[config.mk]
export PLATFORM = sky130hd
export DESIGN_NAME = core_run_controller
export DESIGN_NICKNAME = d
export VERILOG_FILES = /design/src/rtl/core_run_controller.sv
export SDC_FILE = /design/constraint.sdc
export NUM_CORES = 1
export LEC_CHECK = 0
export CAP_MARGIN = 10
export CORE_MARGIN = 2
export CORE_UTILIZATION = 45
export CTS_CLUSTER_DIAMETER = 200
export CTS_CLUSTER_SIZE = 14
export DETAILED_ROUTE_END_ITERATION = 10
export PLACE_DENSITY_LB_ADDON = 0.2
export SYNTH_ARGS = -nofsm -noshare
export SYNTH_HDL_FRONTEND = slang
export SYNTH_SLANG_ARGS = --single-unit
export TNS_END_PERCENT = 100
[constraint.sdc]
create_clock -name clk -period 6.7 [get_ports clk]
set_input_delay 1.34 -clock clk [delete_from_list [all_inputs] [get_ports clk]]
set_output_delay 1.34 -clock clk [all_outputs]
set_load 0.01 [all_outputs]
[src/rtl/core_run_controller.sv]
// Run/step sequencer for the single-cycle core: produces the datapath clock-enable,
// with debounced single-step, PC breakpoint, self-loop halt and a saturating retire counter.
module core_run_controller #(
  parameter int unsigned PC_W      = 9,
  parameter int unsigned CNT_W     = 32,
  parameter int unsigned DB_CYCLES = 500000
) (
  input  logic             clk,
  input  logic             reset,
  input  logic             run_sw,
  input  logic             step_btn,
  input  logic             bkpt_en,
  input  logic [PC_W-1:0]  bkpt_pc,
  input  logic [PC_W-1:0]  pc,
  input  logic             cnt_clr,
  output logic             core_en,
  output logic [1:0]       state,
  output logic [1:0]       halt_cause,
  output logic [CNT_W-1:0] instr_count
);

  localparam int unsigned     DB_W    = $clog2(DB_CYCLES);
  localparam logic [DB_W-1:0] DB_LAST = DB_W'(DB_CYCLES - 1);

  typedef enum logic [1:0] {
    S_IDLE = 2'b00,
    S_RUN  = 2'b01,
    S_STEP = 2'b10,
    S_HALT = 2'b11
  } state_e;

  typedef enum logic [1:0] {
    C_NONE = 2'b00,
    C_BKPT = 2'b01,
    C_LOOP = 2'b10
  } cause_e;

  logic             run_meta_q, run_s_q, run_prev_q;
  logic             step_meta_q, step_s_q;
  logic             step_stable_q, step_stable_d, step_stable_prev_q;
  logic [DB_W-1:0]  db_cnt_q, db_cnt_d;
  state_e           state_q, state_d;
  cause_e           cause_q, cause_d;
  logic             skip_q, skip_d;
  logic             en_d_q;
  logic [PC_W-1:0]  last_pc_q, last_pc_d;
  logic [CNT_W-1:0] instr_count_q, instr_count_d;

  logic run_rise, step_req, bkpt_hit, loop_hit;

  always_ff @(posedge clk or negedge reset) begin
    if (!reset) begin
      run_meta_q         <= 1'b0;
      run_s_q            <= 1'b0;
      run_prev_q         <= 1'b0;
      step_meta_q        <= 1'b0;
      step_s_q           <= 1'b0;
      step_stable_q      <= 1'b0;
      step_stable_prev_q <= 1'b0;
      db_cnt_q           <= '0;
    end else begin
      run_meta_q         <= run_sw;
      run_s_q            <= run_meta_q;
      run_prev_q         <= run_s_q;
      step_meta_q        <= step_btn;
      step_s_q           <= step_meta_q;
      step_stable_q      <= step_stable_d;
      step_stable_prev_q <= step_stable_q;
      db_cnt_q           <= db_cnt_d;
    end
  end

  // Counter only runs while the synchronised button disagrees with the accepted level.
  always_comb begin
    db_cnt_d      = '0;
    step_stable_d = step_stable_q;
    if (step_s_q != step_stable_q) begin
      if (db_cnt_q == DB_LAST) begin
        step_stable_d = step_s_q;
      end else begin
        db_cnt_d = db_cnt_q + DB_W'(1);
      end
    end
  end

  assign run_rise = run_s_q & ~run_prev_q;
  assign step_req = step_stable_q & ~step_stable_prev_q;
  assign bkpt_hit = bkpt_en & (pc == bkpt_pc) & ~skip_q;
  assign loop_hit = en_d_q & (pc == last_pc_q);

  always_comb begin
    state_d = state_q;
    cause_d = cause_q;
    core_en = 1'b0;
    unique case (state_q)
      S_IDLE: begin
        if (run_rise)      state_d = S_RUN;
        else if (step_req) state_d = S_STEP;
      end
      S_RUN: begin
        core_en = ~bkpt_hit & ~loop_hit;
        if (!run_s_q) begin
          state_d = S_IDLE;
        end else if (bkpt_hit) begin
          state_d = S_HALT;
          cause_d = C_BKPT;
        end else if (loop_hit) begin
          state_d = S_HALT;
          cause_d = C_LOOP;
        end
      end
      S_STEP: begin
        core_en = 1'b1;
        state_d = S_IDLE;
      end
      S_HALT: begin
        if (run_rise) begin
          state_d = S_RUN;
          cause_d = C_NONE;
        end else if (step_req) begin
          state_d = S_STEP;
          cause_d = C_NONE;
        end
      end
      default: state_d = S_IDLE;
    endcase
  end

  // Breakpoint is masked for the first RUN cycle so resuming at bkpt_pc executes it.
  assign skip_d    = (state_d == S_RUN) && (state_q != S_RUN);
  assign last_pc_d = core_en ? pc : last_pc_q;

  always_comb begin
    instr_count_d = instr_count_q;
    if (cnt_clr) begin
      instr_count_d = '0;
    end else if (core_en && !(&instr_count_q)) begin
      instr_count_d = instr_count_q + CNT_W'(1);
    end
  end

  always_ff @(posedge clk or negedge reset) begin
    if (!reset) begin
      state_q       <= S_IDLE;
      cause_q       <= C_NONE;
      skip_q        <= 1'b0;
      en_d_q        <= 1'b0;
      last_pc_q     <= '0;
      instr_count_q <= '0;
    end else begin
      state_q       <= state_d;
      cause_q       <= cause_d;
      skip_q        <= skip_d;
      en_d_q        <= core_en;
      last_pc_q     <= last_pc_d;
      instr_count_q <= instr_count_d;
    end
  end

  assign state       = state_q;
  assign halt_cause  = cause_q;
  assign instr_count = instr_count_q;

endmodule

==> results of run 1 <==
-- power breakdown --
part / leakage [nW] / switching, W / total (W) / internal, W
logic: 0.937 / 0.000133 / 0.000234 / 0.000101
clock network: 0.0826 / 0.000169 / 0.000313 / 0.000145
registers: 0.980 / 0.0000312 / 0.000511 / 0.000480
-- cell usage after synthesis (12+ instances only) --
cell type and n:
nor2_1 58, nand3_1 13, dfrtp_1 73, mux2_2 29
nor2b_1 21, a21oi_1 12, nor4_1 17, nand4_1 13
o21ai_0 12, xor2_1 26, nand2_1 24, clkbuf_1 12
-- state kept, by name (all words and copies together), names as in the netlist --
signal and count:
db_cnt_q 19, last_pc_q 9, step_stable_q 1, en_d_q 1
skip_q 1, state 2, step_s_q 1, halt_cause 2
step_meta_q 1, step_stable_prev_q 1, run_prev_q 1, run_s_q 1
instr_count 32, run_meta_q 1
-- worst max path at each step --
stage	start	to	slack [ps]	cells after the start
after global routing	pc[8]	core_en	1180	8
after global placement	pc[8]	core_en	1440	8
final	pc[7]	core_en	1380	8
after detailed placement	pc[8]	core_en	1380	8
after CTS	pc[8]	core_en	1360	8
after floorplan	bkpt_pc[4]	core_en	2620	6
-- logic make-up after synthesis --
logic type               after synthesis  share of synthesized area [%]
flip-flops                            73                           45.1
XOR/XNOR                              35                           7.57
adder cells (fa/ha/maj)                5                           1.54
multiplexers                          31                           8.55
AO/OA/AOI/OAI                         40                           6.12
AND/OR/NAND/NOR                      201                           27.9
buffers and inverters                 27                           3.18
-- area by class of cell --
| class | count | area share [%] |
|---|---|---|
| Tap cell | 108 | 2.75 |
| Timing Repair Buffer | 65 | 12.9 |
| Clock buffer | 12 | 2.95 |
| Clock inverter | 4 | 0.585 |
| Inverter | 8 | 0.611 |
| Multi-Input combinational cell | 312 | 43.1 |
| Sequential cell | 73 | 37.1 |
-- critical path, delay by kind of cell --
kind / cells / cell delay, ps
xor gates and xnor gates: 1 / 180
buffers and inverters: 3 / 1380
AOI/OAI and AO/OA: 1 / 250
and+or+nand+nor: 3 / 820
-- through the flow --
step | worst slack [ps] | hold slack, ps | util (%)
finish | 1380 | 350 | 56.4
global route | 1180 | 375 | 56.4
CTS | 1360 | 352 | 56.4
detailed placement | 1380 | 335 | 54.4
global placement | 1440 | 332 | 54.4
floorplan | 2620 | 331 | -
-- routing by layer --
layer | vias to the layer above | share of wire [%]
met5 | - | 0
met4 | 0 | 0.71
met3 | 4 | 4.4
met1 | 1543 | 48
met2 | 71 | 47
li1 | 1578 | -
==> impl_metrics.yaml, run 1 <==
power:
  p_leak_nw: 2.00
  ir_drop_mv: 0.0958
  cellPowerDensity_nw_per_um2: 215
  power.total_w: 0.00106
synth:
  ys_async_sr_fraction_pct: 100
  ys_types: 52
  synth_top_area_cell: "dfrtp_1"
  synth_edf_count: 0
  netlist_instances: 412
  dominantRegCellSynth: "dfrtp_1"
  ys_seq_elements: 73
  synth_area_leaders: "dfrtp_1, mux2_2, xor2_1, nor2_1, nor2b_1"
  yosysSeqAreaShare_pct: 45.1
  netlist_area_um2: 4050
  yosysWarnings: 0
  syn_nets: 441
  synth.avg_cell_area_um2: 9.83
  yosysTopAreaCellShare_pct: 45.1
final_layout:
  multi_input_area_um2: 2120
  mostFrequentLayoutCells: "dfrtp_1, clkdlybuf4s50_1, nor2_1"
  num_antenna_cells: 0
  area_growth_pct: 21.4
  layout.nets: 498
  final_area_um2: 4920
  layout_commonest_cell: "dfrtp_1"
  seqCellArea_um2: 1830
  drive_gt1_share_pct: 13.3
  fin_cells: 582
  n_fill_cell: 775
global_route:
  antenna_found_initial: 0
  met2_usage_pct: 29.3
  grt-ovfl-total: 0
  use_met1_pct: 25.5
  grt_pass1_vias: 3133
  grt.busiest_layer: "met2"
  grt_first_pass_wirelength_mm: 14.9
  grt_max_degree: 74
  grt_use_total_pct: 18.6
  grt_use_met3_pct: 4.11
floorplan:
  die_h_um: 98.9
  rows: 34
  io_pins: 61
  start_util_pct: 46.5
  die_w_um: 98.9
  core_um2: 8720
  die-area_um2: 9780
place:
  gp_congestion: 0.796
  placed_area_um2: 4740
  place_inst: 566
  dp.final_hpwl_mm: 5.80
  portBuffers: 60
clock_network:
  tritoncts: "built"
  clock_latency_ps: 350
  cts_root_buf: "clkbuf_8"
  cts_resized: 0
  clkSinkCount: 73
  cts_buffers: 9
  clk_pin_slew_ps: 70
  holdBufCountCts: 0
  max-clock-path-buffers: 2
  cts_max_level: 3
  cts_setup_buffers: 0
sta:
  grt_setup_unrepaired: "false"
  period_needed_ps: 5320
  hold_viol: 0
  worstMarginPinSlew_ps: 907
  tns_ps: 0
  max-slew-margin-rel_pct: 39.5
  max_freq_ghz: 0.188
  clock_skew_ps: 8.08
  fin_crit_sh_pct: 79.3
  finalMaxSlewViolations: 0
  setup_violations: 0
worst_setup_path:
  slowest_stage: "clkdlybuf4s50_1"
  crit_top_cell: "clkdlybuf4s50_1"
  crit_type: "input port to primary output"
  crit_required_ps: 5360
  startpoint_type: "input port"
  critical_path_arrival_ps: 3980
  crit_path_max_incr_delay_ps: 520
  regToRegStartpoint: "instr_count[0]"
  r2r_end: "instr_count[30]"
  reg2reg_depth: 7
  crit_chain: "clkdlybuf4s50_1, xor2_1, nor4_1, nand4_1, a31oi_4, buf_4, nor2_2, clkdlybuf4s50_1"
  cp-end-kind: "primary output"
  rrSetupSlack_ps: 3930
  worstPathMaxFanout: 44
detailed_routing:
  totalWireLength_mm: 8.64
  wl_per_cell_um: 14.8
  ant_nets: 0
  drtIter0Drc: 141
  dr.pass1.iters: 4
  vias: 3196
  drc: 0
  via_per_inst: 5.49
worst_hold_path:
  hold_start: "step_meta_q"
  hp-class: "flop to flop"
  min_to: "step_s_q"
  holdPathStages: 0
outcome:
  status: "complete, no violations"
run:
  drv_cap: 0
Note: power is estimated with default switching activity, not from simulation.
==> run 2, diff against run 1 <==
Clock period 6.7 ns to 5.42 ns, I/O delays scaled along.
==> run 2 against run 1 <==
  * Clock-buffer cell count down 2
  * Final area up 0.74%
  * Via count up 1.6%
  * Critical path type unchanged
  * Critical endpoint unchanged
  * Largest power group unchanged
==> impl_metrics.yaml, run 2 (synthesis gave the netlist of run 1 again) <==
outcome:
  status: "complete, no violations"
final_layout:
  n_fill_cell: 763
  fin_cells: 582
  final_util_pct: 56.8
  layout.nets: 498
  drive_gt1_share_pct: 13.7
  area_growth_pct: 22.3
  final_area_um2: 4950
  layout_commonest_cell: "dfrtp_1"
  num_antenna_cells: 0
  largest_reg_flops: 32
  mostFrequentLayoutCells: "dfrtp_1, clkdlybuf4s50_1, nor2_1"
detailed_routing:
  via_per_inst: 5.58
  totalWireLength_mm: 8.51
  wl_per_cell_um: 14.6
  dr.pass1.iters: 6
  drtIter0Drc: 142
  vias: 3246
  ant_nets: 0
  drc: 0
worst_hold_path:
  hp-class: "flop to flop"
clock_network:
  holdBufCountCts: 0
  cts_setup_buffers: 0
  cts_buffers: 9
  tritoncts: "built"
  cts_max_level: 3
  max-clock-path-buffers: 2
  cts_resized: 0
  clock_latency_ps: 350
  clk_pin_slew_ps: 70
  clkSinkCount: 73
  cts_root_buf: "clkbuf_8"
power:
  p_int_w: 0.000949
  comb_power_share_pct: 21.3
  p_leak_nw: 2.02
  ir_drop_mv: 0.165
  swShare_pct: 30.8
  pwr-share-seq_pct: 46.0
  power_frac_clock_pct: 32.7
  switchingPower_w: 0.000422
  cellPowerDensity_nw_per_um2: 277
sta:
  fin_crit_sh_pct: 81.5
  finalMaxSlewViolations: 0
  hold_viol: 0
  clock_skew_ps: 14.2
  max-slew-margin-rel_pct: 40.0
  max_freq_ghz: 0.226
  grt_setup_unrepaired: "false"
  holdWs_ps: 356
  tns_ps: 0
  setup_violations: 0
  worstMarginPinSlew_ps: 897
  period_needed_ps: 4420
worst_setup_path:
  startpoint_type: "input port"
  crit_required_ps: 4340
  slowest_stage: "clkdlybuf4s50_1"
  cp-end-kind: "primary output"
  crit_top_cell: "clkdlybuf4s50_1"
  worstPathMaxFanout: 11
  critical_path_arrival_ps: 3330
  crit_type: "input port to primary output"
  crit_chain: "clkdlybuf4s50_1, xor2_1, nor4_1, nand4_1, a31oi_4, nor2_2, clkdlybuf4s50_1"
  crit_path_max_incr_delay_ps: 640
floorplan:
  start_util_pct: 46.5
  rows: 34
  die_h_um: 98.9
  die_w_um: 98.9
  core_um2: 8720
  io_pins: 61
  die-area_um2: 9780
place:
  gp_congestion: 0.751
  dp.final_hpwl_mm: 5.79
  placed_area_um2: 4740
  place_inst: 566
  portBuffers: 60
global_route:
  grt_pass1_vias: 3262
  antenna_found_initial: 0
  grt_max_degree: 44
  grt_use_total_pct: 18.5
  grt-ovfl-total: 0
  grt_first_pass_wirelength_mm: 15.0
run:
  drv_cap: 0
[run 2: cell type report]
cell class	instances	area [µm²]	area share, %
multi-input combinational	312	2120	42.8
sequential	73	1830	36.9
timing repair buffer	65	633	12.8
clock buffer	10	138	2.78
tap	108	135	2.73
clock inverter	6	72.6	1.46
inverter	8	30.0	0.606
[run 2: stage by stage]
stage | power, W | setup slack, ps
detailed placement | 0.000933 | 1030
floorplan | 0.000838 | 1850
global route | 0.00144 | 884
global placement | 0.000926 | 1070
finish | 0.00137 | 1000
CTS | 0.00139 | 987
[run 2: worst paths after layout]
check / startpoint / end / slack (ps) / depth (start not counted)
worst max-delay path: pc[2] / core_en / 1000 / 7
worst min-delay path: step_meta_q / step_s_q / 360 / 0
worst max register to register: instr_count[0] / instr_count[30] / 2640 / 7
worst min register to register: step_meta_q / step_s_q / 360 / 0
max in group asynchronous: reset / db_cnt_q[15] / 3610 / 2
min in group asynchronous: reset / last_pc_q[7] / 770 / 1
[run 2: power by group through the flow]
stage          Combinational [W]  Clock (W)  Sequential [W]
4_1_cts                 0.000295   0.000460        0.000631
3_5_place_dp            0.000291          0        0.000642
2_1_floorplan           0.000204          0        0.000635
6_report                0.000292   0.000448        0.000630
3_3_place_gp            0.000287          0        0.000639
5_1_grt                 0.000324   0.000481        0.000638
[run 2: critical path, delay by kind of cell]
family                    cells  cell delay [ps]
buffers and inverters         2             1180
and+or+nand+nor               3              760
AOI/OAI and AO/OA             1              120
xor gates and xnor gates      1              190
[run 2: layer usage]
layer	up-vias	GRT usage, %	part of all wire, %
met3	8	2.84	3.6
met2	64	30.7	47
met5	-	0	0
met1	1576	25.1	48
met4	0	5.90	1.1
li1	1598	-	-
==> run 3, diff against run 2 <==
Clock period 5.42 ns to 4 ns, I/O delays scaled along.
==> run 3 against run 2 <==
  * Clock power grew 58%
  * Sequential power increased by 36%
  * First-iteration DRC count down 1.4%
  * Total power rose by 43%
  * Final area grew 1.1%
  * Clock skew down 4.0 ps
==> impl_metrics.yaml, run 3 (synthesis gave the netlist of run 1 again) <==
floorplan:
  rows: 34
  core_um2: 8720
  die_w_um: 98.9
  die-area_um2: 9780
  die_h_um: 98.9
  io_pins: 61
  start_util_pct: 46.5
worst_setup_path:
  regToRegStartpoint: "instr_count[0]"
  startpoint_type: "input port"
  rrSetupSlack_ps: 1220
  crit_start: "pc[3]"
  worstPathMaxFanout: 11
  critical_path_arrival_ps: 3030
  crit_type: "input port to primary output"
  crit_required_ps: 3200
  cp-end-kind: "primary output"
run:
  drv_cap: 0
sta:
  timing.final.ws_setup_ps: 166
  worstMarginPinSlew_ps: 816
  setup_violations: 0
  max_freq_ghz: 0.261
  period_needed_ps: 3830
  fin_crit_sh_pct: 95.8
  max-slew-margin-rel_pct: 45.2
  holdWs_ps: 359
  grt_setup_unrepaired: "false"
  tns_ps: 0
  clock_skew_ps: 10.1
  hold_viol: 0
  finalMaxSlewViolations: 0
power:
  cellPowerDensity_nw_per_um2: 392
  p_leak_nw: 2.05
  pwr-share-seq_pct: 43.5
  p_int_w: 0.00140
  comb_power_share_pct: 20.3
  swShare_pct: 28.4
  ir_drop_mv: 0.232
  switchingPower_w: 0.000558
  power_frac_clock_pct: 36.1
clock_network:
  cts_buffers: 9
  clock_latency_ps: 340
  clkSinkCount: 73
  max-clock-path-buffers: 2
  clk_pin_slew_ps: 70
  cts_resized: 0
  cts_root_buf: "clkbuf_8"
  cts_setup_buffers: 0
  tritoncts: "built"
  cts_max_level: 3
  holdBufCountCts: 0
detailed_routing:
  wl_per_cell_um: 15.1
  totalWireLength_mm: 8.86
  drc: 0
  ant_nets: 0
  drtIter0Drc: 140
  dr.pass1.iters: 4
  via_per_inst: 5.54
  vias: 3240
worst_hold_path:
  hp-class: "flop to flop"
  hold_start: "run_meta_q"
final_layout:
  largest_reg_flops: 32
  layout.nets: 501
  layout_commonest_cell: "dfrtp_1"
  area_growth_pct: 23.7
  num_antenna_cells: 0
  n_fill_cell: 762
  final_util_pct: 57.5
  mostFrequentLayoutCells: "dfrtp_1, clkdlybuf4s50_1, nor2_1"
  drive_gt1_share_pct: 14.0
place:
  pre_cts_slack_ps: 172
  gp_congestion: 0.833
  portBuffers: 60
  dp.final_hpwl_mm: 6.11
global_route:
  grt_use_total_pct: 19.1
  grt_first_pass_wirelength_mm: 15.3
  grt_pass1_vias: 3216
  grt-ovfl-total: 0
  antenna_found_initial: 0
  grt_max_degree: 44
outcome:
  status: "complete, no violations"
==> run 3: changes by cell type in the layout (fill, tap and decap cells not counted) <==
cell,previous run,this run
clkinv_2,0,1
inv_6,3,0
clkinv_4,1,0
bufinv_16,1,3
buf_4,5,8
clkbuf_1,0,1
==> run 3: area by class of cell <==
type	instances	area, µm²	area share [%]
sequential	73	1830	36.5
inverter	8	30.0	0.599
tap	108	135	2.70
clock inverter	5	103	2.05
timing repair buffer	68	656	13.1
clock buffer	11	141	2.82
multi-input combinational	312	2120	42.3
==> run 3: worst max-delay path, cell delays in order <==
cell and delay (ps):
clkdlybuf4s50_1 530, xor2_1 220, nor4_1 90, nand4_1 160
a31oi_4 110, nor2_2 460, clkdlybuf4s50_1 660
==> run 3: metrics by stage <==
| stage | instances | power, W | cell area, µm² |
|---|---|---|---|
| finish | 585 | 0.00196 | 5010 |
| global route | 585 | 0.00206 | 5010 |
| detailed placement | 569 | 0.00127 | 4770 |
| global placement | 569 | 0.00126 | 4770 |
| CTS | 585 | 0.00198 | 5010 |
| floorplan | 412 | 0.00114 | 4050 |
==> run 3: power by group through the flow <==
stage,clock network (W),registers [W],logic (W)
after floorplan,0,0.000860,0.000276
after global placement,0,0.000865,0.000393
after detailed placement,0,0.000870,0.000399
after CTS,0.000724,0.000855,0.000401
after global routing,0.000755,0.000863,0.000441
final,0.000710,0.000854,0.000399
==> run 3: final timing paths <==
check / end / depth (start not counted)
hold reg to reg: run_s_q / 0
min in group asynchronous: run_prev_q / 1
hold / removal: run_s_q / 0
setup / recovery: core_en / 7
max in group asynchronous: instr_count[18] / 2
setup reg to reg: instr_count[9] / 7
==> run 3: routing by layer <==
metal	global-route usage (%)	share of wire [%]	routed length [µm]	vias up
met1	26.0	49	4300	1583
met2	31.5	47	4180	62
met4	4.85	0.84	74	0
li1	-	-	-	1589
met3	3.48	3.4	299	6
met5	0	0	0	-
